--- src/rtl/lif_layer_net_pkg.sv ---
// lif_pkg: shared membrane/weight types, default neuron constants and the membrane clamp
package lif_pkg;
  localparam int DEF_THRESH = 200;
  localparam int DEF_OUT_THRESH = 16;
  localparam int DEF_LEAK_SHIFT = 2;
  localparam int DEF_REFRAC = 2;
  typedef logic [7:0] membrane_t;
  typedef logic signed [3:0] weight_t;
  function automatic int sat_clamp(input int t, input int hi);
    return t < 0 ? 0 : (t > hi ? hi : t);
  endfunction
endpackage

--- src/rtl/lif_layer_net_if.sv ---
// lif_layer_net_if: control, current, weight-write and spike/state signals of the LIF network
interface lif_layer_net_if #(parameter int N_IN = 8, I_W = 8, V_W = 8, W_W = 4);
  localparam int AW = $clog2(N_IN);
  logic ena;
  logic [N_IN*I_W-1:0] current;
  logic w_we;
  logic [AW-1:0] w_addr;
  logic [W_W-1:0] w_data;
  logic [N_IN-1:0] l1_spikes;
  logic spike_out;
  logic [V_W-1:0] state_out;
  modport master (output ena, current, w_we, w_addr, w_data, input l1_spikes, spike_out, state_out);
  modport slave (input ena, current, w_we, w_addr, w_data, output l1_spikes, spike_out, state_out);
endinterface

--- src/rtl/lif_layer_net_neuron.sv ---
// lif_neuron: leaky-integrate-and-fire neuron with saturating membrane and refractory hold
module lif_neuron
  import lif_pkg::*;
#(
  parameter int IN_W = 8,
  parameter bit SIGNED_IN = 1'b0,
  parameter int V_W = 8,
  parameter int THRESH = DEF_THRESH,
  parameter int LEAK_SHIFT = DEF_LEAK_SHIFT,
  parameter int REFRAC = DEF_REFRAC
) (
  input  logic clk,
  input  logic rst_n,
  input  logic ena,
  input  logic [IN_W-1:0] cur,
  output logic spike,
  output logic [V_W-1:0] v
);
  localparam int RW = REFRAC < 1 ? 1 : $clog2(REFRAC + 1);
  logic [RW-1:0] refcnt;
  int in_i, t;
  always_comb begin
    in_i = SIGNED_IN ? int'($signed(cur)) : int'(cur);
    t = sat_clamp(int'(v) - int'(v >> LEAK_SHIFT) + in_i, 2 ** V_W - 1);
  end
  always_ff @(posedge clk)
    if (!rst_n) begin
      v <= '0;
      refcnt <= '0;
      spike <= 1'b0;
    end else if (!ena) spike <= 1'b0;
    else if (refcnt != '0) begin
      refcnt <= refcnt - RW'(1);
      v <= '0;
      spike <= 1'b0;
    end else if (t >= THRESH) begin
      refcnt <= RW'(REFRAC);
      v <= '0;
      spike <= 1'b1;
    end else begin
      v <= V_W'(t);
      spike <= 1'b0;
    end
endmodule

--- src/rtl/lif_layer_net.sv ---
// lif_layer_net: input LIF layer feeding a registered signed weighted spike sum into one output LIF neuron
module lif_layer_net
  import lif_pkg::*;
#(
  parameter int N_IN = 8,
  parameter int I_W = 8,
  parameter int V_W = 8,
  parameter int W_W = 4,
  parameter int THRESH = DEF_THRESH,
  parameter int OUT_THRESH = DEF_OUT_THRESH,
  parameter int LEAK_SHIFT = DEF_LEAK_SHIFT,
  parameter int REFRAC = DEF_REFRAC
) (
  input logic clk,
  input logic rst_n,
  lif_layer_net_if.slave bus
);
  localparam int SW = W_W + $clog2(N_IN) + 1;
  logic signed [W_W-1:0] w [N_IN];
  logic signed [SW-1:0] sum, sum_n;
  logic [V_W-1:0] l1_v_unused [N_IN];
  for (genvar i = 0; i < N_IN; i++) begin : g_in
    lif_neuron #(.IN_W(I_W), .SIGNED_IN(1'b0), .V_W(V_W), .THRESH(THRESH),
                 .LEAK_SHIFT(LEAK_SHIFT), .REFRAC(REFRAC)) u_n (
      .clk(clk), .rst_n(rst_n), .ena(bus.ena), .cur(bus.current[i*I_W +: I_W]),
      .spike(bus.l1_spikes[i]), .v(l1_v_unused[i]));
  end
  always_comb begin
    sum_n = '0;
    for (int i = 0; i < N_IN; i++) sum_n = bus.l1_spikes[i] ? sum_n + SW'(w[i]) : sum_n;
  end
  always_ff @(posedge clk)
    if (!rst_n) sum <= '0;
    else if (bus.ena) sum <= sum_n;
  // Writes land after this edge's sum load, so a same-edge write only affects the next sum
  always_ff @(posedge clk)
    if (!rst_n) for (int i = 0; i < N_IN; i++) w[i] <= W_W'(1);
    else if (bus.w_we && 32'(bus.w_addr) < N_IN) w[bus.w_addr] <= bus.w_data;
  lif_neuron #(.IN_W(SW), .SIGNED_IN(1'b1), .V_W(V_W), .THRESH(OUT_THRESH),
               .LEAK_SHIFT(LEAK_SHIFT), .REFRAC(REFRAC)) u_out (
    .clk(clk), .rst_n(rst_n), .ena(bus.ena), .cur(sum),
    .spike(bus.spike_out), .v(bus.state_out));
endmodule
--- src/flat_wrapper.sv ---
// flat-port wrapper written by rule: the top's interface ports become plain ports
module lif_layer_net_flat import lif_pkg::*;
#(
  parameter int N_IN = 8,
  parameter int I_W = 8,
  parameter int V_W = 8,
  parameter int W_W = 4,
  parameter int THRESH = DEF_THRESH,
  parameter int OUT_THRESH = DEF_OUT_THRESH,
  parameter int LEAK_SHIFT = DEF_LEAK_SHIFT,
  parameter int REFRAC = DEF_REFRAC
)
  (clk, rst_n, bus_ena, bus_current, bus_w_we, bus_w_addr, bus_w_data, bus_l1_spikes, bus_spike_out, bus_state_out);
  lif_layer_net_if #(.N_IN(N_IN), .I_W(I_W), .V_W(V_W), .W_W(W_W)) bus_i ();
  input logic clk;
  input logic rst_n;
  input wire logic [$bits(bus_i.ena)-1:0] bus_ena;
  input wire logic [$bits(bus_i.current)-1:0] bus_current;
  input wire logic [$bits(bus_i.w_we)-1:0] bus_w_we;
  input wire logic [$bits(bus_i.w_addr)-1:0] bus_w_addr;
  input wire logic [$bits(bus_i.w_data)-1:0] bus_w_data;
  output wire logic [$bits(bus_i.l1_spikes)-1:0] bus_l1_spikes;
  output wire logic [$bits(bus_i.spike_out)-1:0] bus_spike_out;
  output wire logic [$bits(bus_i.state_out)-1:0] bus_state_out;
  assign bus_i.ena = bus_ena;
  assign bus_i.current = bus_current;
  assign bus_i.w_we = bus_w_we;
  assign bus_i.w_addr = bus_w_addr;
  assign bus_i.w_data = bus_w_data;
  assign bus_l1_spikes = bus_i.l1_spikes;
  assign bus_spike_out = bus_i.spike_out;
  assign bus_state_out = bus_i.state_out;
  lif_layer_net #(.N_IN(N_IN), .I_W(I_W), .V_W(V_W), .W_W(W_W), .THRESH(THRESH), .OUT_THRESH(OUT_THRESH), .LEAK_SHIFT(LEAK_SHIFT), .REFRAC(REFRAC)) u_core (.clk(clk), .rst_n(rst_n), .bus(bus_i));
endmodule
--- config.mk ---
export PLATFORM = sky130hd
export DESIGN_NAME = lif_layer_net_flat
export DESIGN_NICKNAME = d
export VERILOG_FILES = /design/src/rtl/lif_layer_net_pkg.sv /design/src/rtl/lif_layer_net_if.sv /design/src/rtl/lif_layer_net_neuron.sv /design/src/rtl/lif_layer_net.sv /design/src/flat_wrapper.sv
export SDC_FILE = /design/constraint.sdc
export NUM_CORES = 1
export LEC_CHECK = 0
export BUFFER_PORTS_ARGS = -buffer_cell sky130_fd_sc_hd__buf_2
export CAP_MARGIN = 20
export CORE_ASPECT_RATIO = 1.5
export CORE_MARGIN = 2
export CORE_UTILIZATION = 40
export CTS_CLUSTER_SIZE = 28
export DETAILED_ROUTE_END_ITERATION = 8
export PLACE_DENSITY = 0.59
export REMOVE_ABC_BUFFERS = 1
export SLEW_MARGIN = 15
export SYNTH_ARGS = -nofsm -noshare
export SYNTH_HDL_FRONTEND = slang
export SYNTH_SLANG_ARGS = --single-unit
--- constraint.sdc ---
create_clock -name clk -period 19.51 [get_ports clk]
set_input_delay 0.9755 -clock clk [delete_from_list [all_inputs] [get_ports clk]]
set_output_delay 0.9755 -clock clk [all_outputs]
set_load 0.02 [all_outputs]
== Word-level counts from Yosys, hierarchy flattened ==
Memories as Yosys holds them, arrays and structs flattened.
Cells that the tools add are included.

* Register bits after elaboration: 107
* Memory bits (writable): 32
* Input port bits: 75
* Output and inout bits: 17
* Logic and storage cells: 207
* Memories: 1

* Add/sub/neg operators: 34
* Order comparisons: 27
* Mux-type cells: 78
* Bitwise logic cells: 2
* Reduce and logical (&&, ||, !) cells: 37

{| class="wikitable"
|+ Memories
! memory !! words !! width !! read ports !! clocked after memory_dff !! write ports !! RTL line !! source
|-
| u_core.w || 8 || 4 || 8 || 0 || 8 || lif_layer_net.sv:19 || <nowiki>logic signed [W_W-1:0] w [N_IN];</nowiki>
|}

{| class="wikitable"
|+ Operator list
! operator !! count
|-
| $mux W32 || 18
|-
| $ge A32 B9 Y1 const B || 8
|-
| $mux W8 || 26
|-
| $gt A10 B9 Y1 const B || 9
|-
| $lt A10 B1 Y1 const B || 9
|-
| $sub A8 B6 Y9 || 9
|-
| $add A9 B9 Y10 || 8
|-
| $add A8 B4 Y8 || 7
|-
| $mux W2 || 18
|-
| $reduce_bool A2 Y1 || 18
|-
| $ge A32 B6 Y1 const B || 1
|-
| $reduce_or A3 Y1 || 9
|-
| $reduce_and A2 Y1 || 9
|-
| $sub A2 B1 Y2 const B || 9
|-
| $mux W1 || 14
|-
| $add A9 B8 Y10 || 1
|-
| $mux W4 || 1
|-
| $reduce_or A4 Y1 || 1
|-
| $mux W3 || 1
|-
| $not A1 Y1 || 2
|}

== Depth between registers and ports, before layout ==
An unclocked memory read counts as a cell.

* Depth after elaboration: 16
* Mapped depth: 43
* Depth with buffers taken out: 43

== By module ==
A second synthesis with hierarchy kept.

* Cells, all modules: 1,950
* Area, all modules: 15,686.3 sq um

{| class="wikitable"
|+ By module, submodules not included
! module !! times used !! cells an instance !! area each (sq um) !! seq. area each (sq um)
|-
| lif_neuron (u_core.g_in[0].u_n ...) || 7 || 172 || 1,317.5 || 220.2
|-
| lif_layer_net || 1 || 449 || 4,047.6 || 1,121.1
|-
| lif_neuron (u_core.g_in[6].u_n) || 1 || 172 || 1,352.5 || 220.2
|-
| lif_neuron (u_core.u_out) || 1 || 125 || 1,063.5 || 220.2
|}

== Least setup slack after synthesis ==
No wires, ideal clock.

* Path type: register to register
* Start point: memory u_core.w[0][1]
* End point: register u_core.sum[7]
* Library setup time: 0.119 ns
* Arrival: 7.128 ns
* Data required time: 19.391 ns
* Slack: 12.263 ns
* Stages on the path, launching flop included: 42
* Period minus slack after synthesis: 7.247 ns
* Cells stage by stage: edfxtp_1 -> nand2_1 -> inv_1 -> ha_1 -> a21o_1 -> a21o_1 -> fa_1 -> nand2_1 -> o21ai_0 -> ha_1 -> o21ai_1 -> nor3b_1 -> nor2_1 -> a21o_1 -> ha_1 -> inv_1 -> and3_1 -> nor2_1 -> (+6 left out) -> ha_1 -> nand3_1 -> o211ai_1 -> nor2_1 -> xor2_1 -> nand2_1 -> o21a_1 -> ha_1 -> a21oi_1 -> xnor2_1 -> mux2_2 -> ha_1 -> o41ai_1 -> xnor2_1 -> and2_1 -> xnor2_1 -> xnor2_1 -> a21oi_1

{| class="wikitable"
|+ RTL lines
! what !! RTL line !! source
|-
| from (decl) || lif_layer_net.sv:19 ||
|-
| to (signal assigned) || lif_layer_net.sv:34 || <nowiki>else if (bus.ena) sum <= sum_n;</nowiki>
|-
| to (decl) || lif_layer_net.sv:20 || <nowiki>logic signed [SW-1:0] sum, sum_n;</nowiki>
|}

==> run_results.csv <==
group,metric,value,unit
run_status,status,"completed",
detailed_routing,routed_wl,29600,um
cts,clkTransAtPathRegs,60,ps
cts,cts_resized,0,
floorplanning,start_util,0.407,
detailed_routing,ant_nets,0,
timing,finalClockSkew,10.6,ps
timing,tns,0,ps
finish,final_common_cell,"ha_1",
synth,avgSynthCellArea,8.45,um^2
finish,layout_common_cells,"191 x ha_1, 182 x inv_1, 120 x nand2_1",
timing,fmax,125,MHz
setup_path,setup.worst_path.start_class,"flip-flop",
synth,ys_ff_latch,139,
floorplanning,dieArea,34700,um^2
synth,synth.distinct_cells,67,
cts,cts_sinks,139,
floorplanning,ios,92,
timing,fin_ws,11540,ps
synth,async_reset_ff_frac,0,
global_route,grt_pass1_vias,11300,
floorplanning,row_count,81,
synth,yosys-top-cells-area,"ha_1 18%, dfxtp_1 16%, edfxtp_1 7.2%",
detailed_routing,drt_iter0_drc,252,
detailed_routing,detail_route.vias_per_cell,5.19,
finish,drive_above_1_share,0.101,
global_route,grt_start_max_net_pins,47,
setup_path,cp-end-kind,"flip-flop",
global_route,grt_overflow,0,
setup_path,crit_family,"adder cells",
floorplanning,coreArea,32600,um^2
setup_path,crit_path_max_fanout,5,
setup_path,worstSetupPathType,"flip-flop to flip-flop",
synth,synth_edf_count,32,
global_route,grt.total_usage,0.174,
placed_design,port_buffers,91,
global_route,gr-usage-met3,0.0268,
timing,finalCritPeriodShare,0.409,
setup_path,critPathRequiredTime,19790,ps
setup_path,crit_slowest_cell,"fa_1",
global_route,grt_pass1_wl,50500,um
floorplanning,die_h,227,um
detailed_routing,drc_errors,0,
detailed_routing,vias,10800,
worst_hold_path,worstHoldStart,"u_core.g_in[7].u_n.v[0]$_SDFFE_PN0P_",
worst_hold_path,hold_path_class,"flip-flop to flip-flop",
detailed_routing,wire_per_inst,14.2,um
setup_path,cpMostUsedCell,"ha_1",
placed_design,dpl.hpwl,24100,um
setup_path,slowest_delay,470,ps
global_route,use_met2,0.345,
global_route,antenna_found_initial,1,
finish,area_growth_syn_to_layout,11.0,%
synth,yosys.area.top_type,"ha_1",
timing,relSlewSlack,0.335,
placed_design,post-place-ws,11550,ps
cts,cts_buffers,17,
synth,syn-instance-count,1571,
setup_path,r2r_start,"u_core.w[0][1]$_SDFFCE_PN0P_",
cts,postCtsHoldBufs,0,
timing,hold_violations,0,
cts,cts-root-buf,"clkbuf_16",
setup_path,cp.arrival,8260,ps
detailed_routing,first_pass_iters,4,
floorplanning,die_w,153,um
global_route,use_met1,0.186,
synth,ys.flop_type,"dfxtp_1",
synth,synth_top_area_frac,0.180,
finish,nets,1947,
global_route,busiest_layer,"met2",
setup_path,critPathBufInv,2,
synth,seq_area_frac_synth,0.234,
timing,grt_setup_unrepaired,"false",
timing,slew_violations,0,
timing,worstMarginPinSlew,997,ps
synth,netlist_area,13300,um^2
placed_design,gp_congestion,0.820,
finish,nFillCells,3328,
synth,yosys_warnings,0,
cts,cts_tree,"yes",
cts,clock_path_buffers,2,
timing,finalSetupViolCount,0,
timing,min_period,7970,ps
cts,insertion_delay,420,ps
cts,htreeDepth,4,
setup_path,critPathLaunch,"u_core.w[0][1]$_SDFFCE_PN0P_",
run,cap_violations,0,
cts,postCtsSetupBuffers,0,
==> registers in the layout (all words and copies together), names as in the netlist <==
name / count
u_core.u_out.refcnt: 2
u_core.sum: 8
u_core.u_out.v: 8
u_core.w: 32
u_core.g_in.u_n.v: 64
u_core.u_out.spike: 1
u_core.g_in.u_n.spike: 8
u_core.g_in.u_n.refcnt: 16
==> cell families after synthesis <==
| group | synth area share |
|---|---|
| xor+xnor | 0.0977 |
| simple gates | 0.162 |
| fa+ha+maj | 0.219 |
| mux | 0.0305 |
| buf+inv | 0.0655 |
| flops | 0.234 |
| compound gates | 0.192 |
==> final cells by class <==
cell class                      instances  area (um^2)  area share
Tap cell                              415          519      0.0352
Inverter                              182          683      0.0464
Clock inverter                         13          185      0.0126
Sequential cell                       139         3100       0.211
Antenna cell                            1         2.50    0.000170
Multi-Input combinational cell       1220         9310       0.632
Timing Repair Buffer                   95          485      0.0330
Clock buffer                           19          443      0.0301
==> worst register-to-register path: cells and delay by family, from the launching register on <==
kind            cells  cell delay, ps
compound gates     12            2060
xor+xnor            5             670
simple gates       13            1690
fa+ha+maj           8            2630
mux                 1             270
flops               1             360
buf+inv             2             150
==> stage by stage <==
| step | utilization | cells | cell area [um^2] | hold slack, ps |
|---|---|---|---|---|
| after detailed placement | 0.432 | 2051 | 14100 | 442 |
| after CTS | 0.451 | 2083 | 14700 | 454 |
| after global placement | 0.432 | 2051 | 14100 | 434 |
| final | 0.451 | 2084 | 14700 | 448 |
| after floorplan | - | 1541 | 13100 | 425 |
| after global routing | 0.451 | 2084 | 14700 | 474 |
==> path summary, 6_finish.rpt <==
path                                                to  cells after the start  slack [ps]
setup reg to reg            u_core.sum[7]$_SDFFE_PN0P_                     41       11540
setup / recovery            u_core.sum[7]$_SDFFE_PN0P_                     41       11540
hold reg to reg   u_core.g_in[7].u_n.v[0]$_SDFFE_PN0P_                      2         450
hold / removal    u_core.g_in[7].u_n.v[0]$_SDFFE_PN0P_                      2         450
==> cell usage after synthesis, drive strengths merged, types with 19 or more instances <==
library cell  number
xor2              48
nor2             113
nand2b            22
nand2            120
dfxtp            107
a21oi             61
o21ai            123
and2              39
xnor2             92
ha               191
nor3              28
a211oi            26
inv              182
fa                26
o21a              19
a21o              70
nor2b             39
edfxtp            32
or3               23
==> metal layers <==
layer  up-vias  routed length (um)  share of wire
met3        36                 658          0.022
met4         0                 675          0.023
met1      5045               12100           0.41
met5         -                   0              0
met2       106               16100           0.55
li1       5629                   -              -
Power is not shown: default switching activity piles up to over one toggle a cycle in this logic, so the estimate is an artifact.
